==> src/rtl/nonce_uart_tx.sv <==
// Icarus result transmitter: queues golden nonces and sends each one as four
// 8N1 bytes, most significant byte first, on the TxD line.
module nonce_uart_tx #(
  parameter int unsigned BAUD_DIV   = 868,
  parameter int unsigned FIFO_DEPTH = 4
) (
  input  logic        clk,
  input  logic        reset,
  input  logic [31:0] golden_nonce,
  input  logic        golden_nonce_match,
  output logic        TxD,
  output logic        busy,
  output logic [4:0]  fifo_count,
  output logic        overflow
);
  localparam int unsigned BAUD_W = 16;
  localparam int unsigned PTR_W  = (FIFO_DEPTH > 1) ? $clog2(FIFO_DEPTH) : 1;
  localparam logic [BAUD_W-1:0] BAUD_LAST = BAUD_W'(BAUD_DIV - 1);
  localparam logic [4:0] DEPTH_CNT = 5'(FIFO_DEPTH);

  typedef enum logic [2:0] {IDLE, LOAD, START, DATA, STOP} state_t;

  state_t            state, state_n;
  logic [31:0]       mem [FIFO_DEPTH];
  logic [PTR_W-1:0]  rd_ptr, wr_ptr;
  logic [31:0]       holder, holder_n;
  logic [BAUD_W-1:0] baud_cnt, baud_cnt_n;
  logic [2:0]        bit_idx, bit_idx_n;
  logic [1:0]        byte_idx, byte_idx_n;
  logic [4:0]        count_n;
  logic [7:0]        cur_byte;
  logic              txd_n, pop, push, wrap;

  // Next-state, line value and FIFO bookkeeping.
  always_comb begin
    state_n    = state;
    txd_n      = TxD;
    holder_n   = holder;
    baud_cnt_n = baud_cnt;
    bit_idx_n  = bit_idx;
    byte_idx_n = byte_idx;
    pop        = 1'b0;
    cur_byte   = holder[31:24];
    wrap       = (baud_cnt == BAUD_LAST);

    if (state inside {START, DATA, STOP})
      baud_cnt_n = wrap ? '0 : baud_cnt + BAUD_W'(1);

    case (state)
      IDLE: begin
        txd_n = 1'b1;
        if (fifo_count != '0) begin
          pop      = 1'b1;
          holder_n = mem[rd_ptr];
          state_n  = LOAD;
        end
      end
      LOAD: begin
        byte_idx_n = '0;
        bit_idx_n  = '0;
        baud_cnt_n = '0;
        txd_n      = 1'b0;
        state_n    = START;
      end
      START: begin
        if (wrap) begin
          bit_idx_n = '0;
          txd_n     = cur_byte[0];
          state_n   = DATA;
        end
      end
      DATA: begin
        if (wrap) begin
          if (bit_idx == 3'd7) begin
            txd_n   = 1'b1;
            state_n = STOP;
          end else begin
            bit_idx_n = bit_idx + 3'd1;
            txd_n     = cur_byte[bit_idx + 3'd1];
          end
        end
      end
      STOP: begin
        if (wrap) begin
          if (byte_idx != 2'd3) begin
            byte_idx_n = byte_idx + 2'd1;
            holder_n   = {holder[23:0], 8'h00};
            txd_n      = 1'b0;
            state_n    = START;
          end else begin
            txd_n   = 1'b1;
            state_n = IDLE;
          end
        end
      end
      default: state_n = IDLE;
    endcase

    // A pop frees a slot on the same edge, so a full FIFO still accepts then.
    push    = golden_nonce_match && ((fifo_count < DEPTH_CNT) || pop);
    count_n = fifo_count + 5'(push) - 5'(pop);
  end

  always_ff @(posedge clk) begin
    if (reset) state <= IDLE;
    else       state <= state_n;
  end

  always_ff @(posedge clk) begin
    if (reset) begin
      TxD        <= 1'b1;
      busy       <= 1'b0;
      fifo_count <= '0;
      overflow   <= 1'b0;
      rd_ptr     <= '0;
      wr_ptr     <= '0;
      holder     <= '0;
      baud_cnt   <= '0;
      bit_idx    <= '0;
      byte_idx   <= '0;
    end else begin
      TxD        <= txd_n;
      busy       <= (state_n != IDLE) || (count_n != '0);
      fifo_count <= count_n;
      overflow   <= golden_nonce_match && !push;
      holder     <= holder_n;
      baud_cnt   <= baud_cnt_n;
      bit_idx    <= bit_idx_n;
      byte_idx   <= byte_idx_n;
      if (pop)  rd_ptr <= rd_ptr + PTR_W'(1);
      if (push) wr_ptr <= wr_ptr + PTR_W'(1);
    end
  end

  // Storage array carries no reset; validity is tracked by fifo_count.
  always_ff @(posedge clk) begin
    if (push && !reset) mem[wr_ptr] <= golden_nonce;
  end
endmodule

==> config.mk <==
export PLATFORM = sky130hd
export DESIGN_NAME = nonce_uart_tx
export DESIGN_NICKNAME = d
export VERILOG_FILES = /design/src/rtl/nonce_uart_tx.sv
export SDC_FILE = /design/constraint.sdc
export NUM_CORES = 1
export LEC_CHECK = 0
export BUFFER_PORTS_ARGS = -buffer_cell sky130_fd_sc_hd__buf_2
export CORE_ASPECT_RATIO = 1.4
export CORE_MARGIN = 1.5
export CORE_UTILIZATION = 60
export CTS_CLUSTER_DIAMETER = 30
export DETAILED_ROUTE_END_ITERATION = 8
export GPL_TIMING_DRIVEN = 0
export HOLD_SLACK_MARGIN = 0.15
export PLACE_DENSITY_LB_ADDON = 0.25
export SYNTH_ARGS = -nofsm -noshare
export SYNTH_HDL_FRONTEND = slang
export SYNTH_SLANG_ARGS = --single-unit
==> constraint.sdc <==
create_clock -name clk -period 7 [get_ports clk]
set_clock_uncertainty 0.05 [all_clocks]
set_input_delay 1.05 -clock clk [delete_from_list [all_inputs] [get_ports clk]]
set_output_delay 1.05 -clock clk [all_outputs]
set_load 0.01 [all_outputs]
=== Word-level counts from Yosys, hierarchy flattened ===
Memory sizes are Yosys's and may differ from the RTL's. A register that Yosys moved wholly into a read port is not among the register bits.
Cells that the tools add are included.

* Equal/unequal tests: 13
* Muxes and demuxes: 33
* Reductions and logical operators: 21
* Shift operators: 0
* $add $sub $neg: 7
* Bitwise gates (word level): 0
* Div/mod/pow operators: 0
* Order comparisons: 2
* $mul: 0

{| class="wikitable"
|+ Operators by type and width
! operator !! number
|-
| 32-bit two-way mux || 3
|-
| 32-bit one-hot mux with 2 select lines || 1
|-
| 3-bit two-way mux || 8
|-
| 16-bit by 1-bit adder with 16-bit output, second input constant || 1
|-
| 16-bit by 10-bit == test with 1-bit output, second input constant || 1
|-
| 16-bit two-way mux || 1
|-
| 3-bit one-hot mux with 5 select lines || 1
|-
| 5-bit nonzero test || 3
|-
| 2-bit inequality test, second input constant || 6
|-
| 4-bit AND reduction || 3
|-
| 1-bit two-way mux || 10
|-
| 2-bit two-way mux || 5
|-
| 3-bit one-hot mux with 3 select lines || 1
|-
| 3-bit nonzero test || 3
|-
| 2-bit by 1-bit adder with 2-bit output, second input constant || 3
|-
| 3-bit by 2-bit == test with 1-bit output, second input constant || 2
|-
| 3-bit == test, second input constant || 2
|-
| 5-bit by 1-bit adder with 5-bit output || 1
|-
| 5-bit by 3-bit < comparator with 1-bit output, second input constant || 1
|-
| 1-bit one-hot mux with 5 select lines || 1
|-
| 5-bit by 1-bit subtractor with 5-bit output || 1
|-
| 3-bit by 4-bit < comparator with 1-bit output, second input constant || 1
|-
| 2-bit one-hot mux with 2 select lines || 1
|-
| 2-bit nonzero test || 2
|-
| other kinds (10) || 14
|}

* Bits of input ports: 35
* Memories kept: 1
* Flip-flop bits (word level): 68
* Output and inout bits: 8
* Bits in latches: 0
* ROM bits: 0
* Logic and storage cells: 88
* Bits in writable memories: 128

{| class="wikitable"
|+ Memories
! name !! words !! bits a word !! rd ports !! clocked after Yosys merged registers in !! write ports !! line !! source
|-
| mem || 4 || 32 || 1 || 1 || 1 || 24 || <nowiki>logic [31:0] mem [FIFO_DEPTH];</nowiki>
|}

=== Depth between registers and ports, before layout ===
Gate-level depths: netlist (run 1).

* Word-level depth: 9
* Gate-level depth with buffers: 14
* Depth with buffers taken out: 14

=== Worst setup path before layout (run 1) ===
OpenSTA, ideal clock, no wires.

* Kind: register to register
* Start point: register fifo_count[2]
* End point: register busy
* Setup time: 137 ps
* Slack: 3,698 ps
* Data required time: 6,813 ps
* Cell stages (with the launch flop): 15
* Arrival time: 3,115 ps
* Buffers on the path: 0
* Period minus slack after synthesis: 3,302 ps
* Cell sequence: dfxtp_1 > inv_1 > ha_1 > nor4b_1 > nor3_1 > o21ai_0 > o21ai_0 > ha_1 > inv_1 > fa_1 > nand2b_1 > a21oi_1 > xnor2_1 > nor4_1 > a31oi_1

* Longest elaborated chain between the ends: 9
* Elaborated cells between the ends (all ways): 13
* Those cells by class: 2 x add/sub; 1 x order compare; 4 x mux; 6 x reduce/logical

{| class="wikitable"
|+ Ends and longest elaborated chain
! item !! line !! source
|-
| start, declared || 13 || <nowiki>output logic [4:0] fifo_count,</nowiki>
|-
| start signal, assigned || 124 || <nowiki>fifo_count <= count_n;</nowiki>
|-
| branches (longest 8 deep; another with 5-bit by 3-bit < comparator with 1-bit output) || n/a ||
|-
| 1-bit logical OR (*) || 123 || <nowiki>busy <= (state_n != IDLE) || (count_n != '0);</nowiki>
|-
| end signal, assigned || 123 ||
|-
| end, declared || 12 || <nowiki>output logic busy,</nowiki>
|}

Every way passes the cells marked *.
A chain may end at the register's enable or synchronous reset.

=== Worst setup path after layout (run 1) ===
Same ends and word-level chain as after synthesis.

==> results of run 1 <==
[per-stage QoR]
stage / utilization / std cells
after global routing: 0.695 / 787
after floorplan: - / 560
final: 0.695 / 787
after CTS: 0.695 / 787
after global placement: 0.649 / 755
after detailed placement: 0.650 / 755
[worst max-delay path, stage by stage (launching register included)]
cell	delay, ps
dfxtp_1	370
inv_1	80
ha_1	190
nor4b_1	160
nor3_1	850
o21ai_0	430
o21ai_0	260
ha_1	190
inv_1	60
fa_1	400
nand2b_1	160
a21oi_1	160
xnor2_1	100
nor4_1	270
a31oi_1	130
[cell type report]
type	count	area [µm²]
clock inverter	15	164
buffer	29	123
fill	870	3920
tap	153	191
sequential	198	5250
inverter	12	45.0
clock buffer	17	425
multi-input combinational	321	2550
timing repair buffer	42	210
[placed cells by master (no fill, tap or decap), drive strengths merged, types with 9 or more instances in the layout]
cell type,count
a21oi,10
a311oi,24
buf,51
clkbuf,37
dfxtp,70
edfxtp,128
ha,15
inv,19
mux4,34
nand2,59
nor2,67
nor3,9
xnor2,15
[synth_stat cells (all sizes together), types with 6 or more instances]
master	count	area, µm²
a21oi	10	50.1
a22oi	8	60.1
a311oi	24	210
buf	9	47.6
clkbuf	20	75.1
dfxtp	70	1400
edfxtp	128	3840
ha	15	188
inv	12	45.0
mux4	34	766
nand2	59	221
nor2	67	251
nor2b	8	50.1
nor3	9	45.0
o21ai	8	43.8
xnor2	15	131
xor2	6	52.6
[cells by family (layout without fill, tap and decap cells)]
family | after synthesis | after routing | synth area share
multiplexers | 37 | 37 | 0.100
buffers and inverters | 41 | 115 | 0.0211
XOR/XNOR | 21 | 21 | 0.0231
AO/OA/AOI/OAI | 68 | 68 | 0.0637
adder cells (fa/ha/maj) | 16 | 16 | 0.0261
flip-flops | 198 | 198 | 0.659
AND/OR/NAND/NOR | 179 | 179 | 0.107
[metal layers]
metal,track usage,wire length [µm],up-vias
met1,0.276,5690,2384
met4,0.102,334,0
met2,0.415,8130,126
met5,0,0,-
met3,0.0417,610,26
li1,-,-,2221
[state kept, by name, indices dropped and copies added (netlist names), named ones only]
signal and flops:
holder 32, TxD 1, bit_idx 3, mem 128
baud_cnt 16, busy 1, byte_idx 2, fifo_count 5
wr_ptr 2, overflow 1, state 3, rd_ptr 2
[where the power goes]
| part | switching, mW | internal, mW | leakage (nW) |
|---|---|---|---|
| Combinational | 0.579 | 0.432 | 1.09 |
| Sequential | 0.0914 | 1.44 | 1.73 |
| Clock | 0.444 | 0.508 | 0.290 |
[worst max path at each step]
stage,from,to,slack [ps],cells after the start
floorplan,fifo_count[2],busy,3700,14
global placement,fifo_count[2],busy,3130,14
detailed placement,fifo_count[2],busy,2990,14
CTS,fifo_count[2],busy,2980,14
global route,fifo_count[2],busy,2680,14
finish,fifo_count[2],busy,3000,14
==> impl_metrics.ini, run 1 <==
[synth]
ys_seq_area_frac = 0.659
yosysWarnings = 0
synth_ff_type = edfxtp_1
synth-async-reset-ratio = 0
synth.distinct_cells = 55
avgSynthCellArea_um2 = 14.2
ys_ff_latch = 198
synth_cells = 560
syn_area_mm2 = 0.00796
syn_nets = 611
synth-edff-count = 128

[worst_setup_path]
crit_required_ps = 7250
rrSetupSlack_ps = 3000
r2r-end = busy
critPathKind = register to register
timing.rr.start = fifo_count[2]
cp-end-kind = register
r2r_cells = 14
worstPathMaxFanout = 8
arrival_ps = 4250
cp-start-kind = register

[timing]
holdWs_ps = 435
fin_ws_ps = 3000
relSlewSlack = 0.293
slew_viol_final = 0
finalCritPeriodShare = 0.571
rsz0062_at_grt = false
hold_viol_final = 0
period_needed_ps = 4000
worst_pin_slew_ps = 1050
tns_ps = 0
setup_viol = 0
max_clock_freq_ghz = 0.250

[layout]
fin_nets = 672
antennaDiodeCount = 0
syn2layout_area_growth_pct = 12.5
drive_gt1_frac = 0.208
final_area_mm2 = 0.00895

[grt]
antenna_found_initial = 0
grt_usage = 0.234
grt_pass1_wl_um = 24600
grt_max_degree = 33
grt_pass1_vias = 4959
grt-ovfl-total = 0

[power]
p_total_mw = 3.49
ir_worst_vdd_uv = 215
powerDensity_mw_per_mm2 = 390
p_leak_nw = 3.11

[clocking]
hold_buffers = 0
cts_buffer_depth = 2
postCtsSetupBuffers = 0
htreeDepth = 4
clk_latency_ps = 430
clk_pin_slew_ps = 80
clock-sinks = 198
cts-resized-gates = 0
tritoncts = done
cts_buffers = 17
clockRootBuffer = clkbuf_16

[worst_hold_path]
holdCritStartpoint = holder[22]
min_to = holder[30]
hold_class = register to register
holdPathStages = 2

[drt]
wirelength_um = 14800
vias_per_cell = 6.04
routedWlPerCell_um = 18.8
dr.pass1.iters = 5
drtIter0Drc = 359
drc = 0
ant_nets = 0
via_count = 4757

[floorplanning]
die_h_um = 139
rows = 49
die_area_mm2 = 0.0140
start_util = 0.618
io_pins = 43
core_mm2 = 0.0129
die-width_um = 100

[place]
io_buffers = 42
dp_hpwl_um = 9750
routabilityCongestion = 0.842
postPlaceCellArea_mm2 = 0.00836
pre_cts_ws_ps = 2990

[run_status]
status = finished, final reports clean

[flow_run]
maxCapViolCount = 0
Note: power is estimated with default switching activity, not from simulation.
==> inputs of run 2 (changes only) <==
==> constraint.sdc (replaced) <==
create_clock -name clk -period 4 [get_ports clk]
set_clock_uncertainty 0.05 [all_clocks]
set_input_delay 0.6 -clock clk [delete_from_list [all_inputs] [get_ports clk]]
set_output_delay 0.6 -clock clk [all_outputs]
set_load 0.01 [all_outputs]
==> run 2 against run 1 <==
  * Clock-buffer cell count unchanged
  * Routed wire length hardly changed
  * Sequential power is 75% higher
  * Critical path depth unchanged
  * Largest cell class unchanged
  * Via count is 0.44% lower
  * Largest power group unchanged
  * Sequential share of layout area about the same
  * Register-to-register slack got worse by 2600 ps
  * Final area about the same
  * Clock power grew 74%
  * Global-route usage about the same
  * Core utilization about the same
  * Hold slack got worse by 110 ps
==> impl_metrics.ini, run 2 (synthesis results as in run 1) <==
[clocking]
htreeDepth = 4
clockRootBuffer = clkbuf_16
clk_latency_ps = 430
postCtsSetupBuffers = 0
clk_pin_slew_ps = 80
cts-resized-gates = 1
clock-sinks = 198
tritoncts = done
cts_buffers = 17
cts_buffer_depth = 2
hold_buffers = 0

[worst_setup_path]
path_cells = inv_1 > ha_1 > nor4b_1 > nor3_2 > o21ai_0 > o21ai_0 > ha_1 > inv_1 > fa_1 > nand2b_1 > a21oi_1 > xnor2_1 > nor4_1 > a31oi_1
max_stage_delay_ps = 540
cp-end-kind = register
worstPathMaxFanout = 8
arrival_ps = 3860
cp-start-kind = register
critPathKind = register to register
r2r_cells = 14
crit_required_ps = 4250
cpMaxStageDelayCell = nor3_2

[drt]
dr.pass1.iters = 6
via_count = 4736
drc = 0
ant_nets = 0
vias_per_cell = 6.02
wirelength_um = 14800
routedWlPerCell_um = 18.8
drtIter0Drc = 329

[place]
place_inst = 755
io_buffers = 42
dp_hpwl_um = 9750
postPlaceCellArea_mm2 = 0.00836
routabilityCongestion = 0.842

[power]
p_int_mw = 4.16
switching_power_mw = 1.95
powerDensity_mw_per_mm2 = 682
combPwrFrac = 0.290
power_frac_clock = 0.272
swShare = 0.319
p_leak_nw = 3.11
seq_power_share = 0.438
ir_worst_vdd_uv = 377

[worst_hold_path]
hold_class = input pin to register
holdPathStages = 1

[timing]
hold_viol_final = 0
period_needed_ps = 3610
finalCritPeriodShare = 0.903
slew_viol_final = 0
rsz0062_at_grt = false
max_clock_freq_ghz = 0.277
worst_pin_slew_ps = 909
relSlewSlack = 0.394
setup_viol = 0
holdWs_ps = 323

[floorplanning]
die_area_mm2 = 0.0140
rows = 49
die-width_um = 100
core_mm2 = 0.0129
io_pins = 43
start_util = 0.618
die_h_um = 139

[grt]
antenna_found_initial = 0
grt-ovfl-total = 0
grt_max_degree = 33
grt_pass1_vias = 4962
grt_pass1_wl_um = 24600
grt_usage = 0.234

[layout]
largest_reg_flops = 128
top_register = mem
syn2layout_area_growth_pct = 12.6
final_common_cell = edfxtp_1
fin_nets = 672
antennaDiodeCount = 0
final_cell_mix = 128 x edfxtp_1, 70 x dfxtp_1, 67 x nor2_1, 59 x nand2_1, 50 x buf_2
final_cells = 787
largest_registers = mem x128, holder x32, baud_cnt x16
final_area_mm2 = 0.00896
finalCoreUtilization = 0.696
drive_gt1_frac = 0.210

[run_status]
status = finished, final reports clean

[flow_run]
maxCapViolCount = 0
==> run 2: layout make-up <==
type / count / area, µm²
Inverter: 12 / 45.0
Tap cell: 153 / 191
Clock buffer: 17 / 425
Sequential cell: 198 / 5250
Clock inverter: 15 / 164
Buffer: 29 / 123
Timing Repair Buffer: 42 / 210
Multi-Input combinational cell: 321 / 2550
Fill cell: 871 / 3920
==> run 2: power by group through the flow <==
stage                     combinational [mW]  sequential (mW)  clock, mW
after detailed placement                1.76             2.72          0
final                                   1.77             2.68       1.66
after CTS                               1.79             2.68       1.69
after global routing                    1.96             2.71       1.78
after global placement                  1.69             2.71          0
after floorplan                         1.32             2.68          0
==> run 2: per-stage QoR <==
stage | total power, mW | TNS [ps] | setup WS [ps]
floorplan | 4.00 | 0 | 698
global placement | 4.40 | 0 | 128
detailed placement | 4.48 | -8.07 | -8.07
CTS | 6.15 | 0 | 377
global route | 6.45 | 0 | 105
finish | 6.11 | 0 | 387
==> run 2: critical path, delay by kind of cell (launching register included) <==
kind / cells / cell delay, ps
AOI/OAI and AO/OA: 4 / 890
xor gates and xnor gates: 1 / 100
adders and majority gates: 3 / 780
buffers and inverters: 2 / 140
DFF: 1 / 370
and+or+nand+nor: 4 / 1150
==> run 2: final timing paths <==
path / end / slack [ps] / startpoint
worst max-delay path: busy / 390 / fifo_count[2]
worst min-delay path: mem[2][12] / 320 / golden_nonce[12]
worst max register to register: busy / 390 / fifo_count[2]
worst min register to register: holder[30] / 440 / holder[22]
==> run 2: metal layers <==
layer | global-route usage | up-vias | part of all wire
li1 | - | 2221 | -
met1 | 0.275 | 2367 | 0.39
met2 | 0.416 | 118 | 0.56
met3 | 0.0417 | 30 | 0.033
met4 | 0.102 | 0 | 0.023
met5 | 0 | - | 0
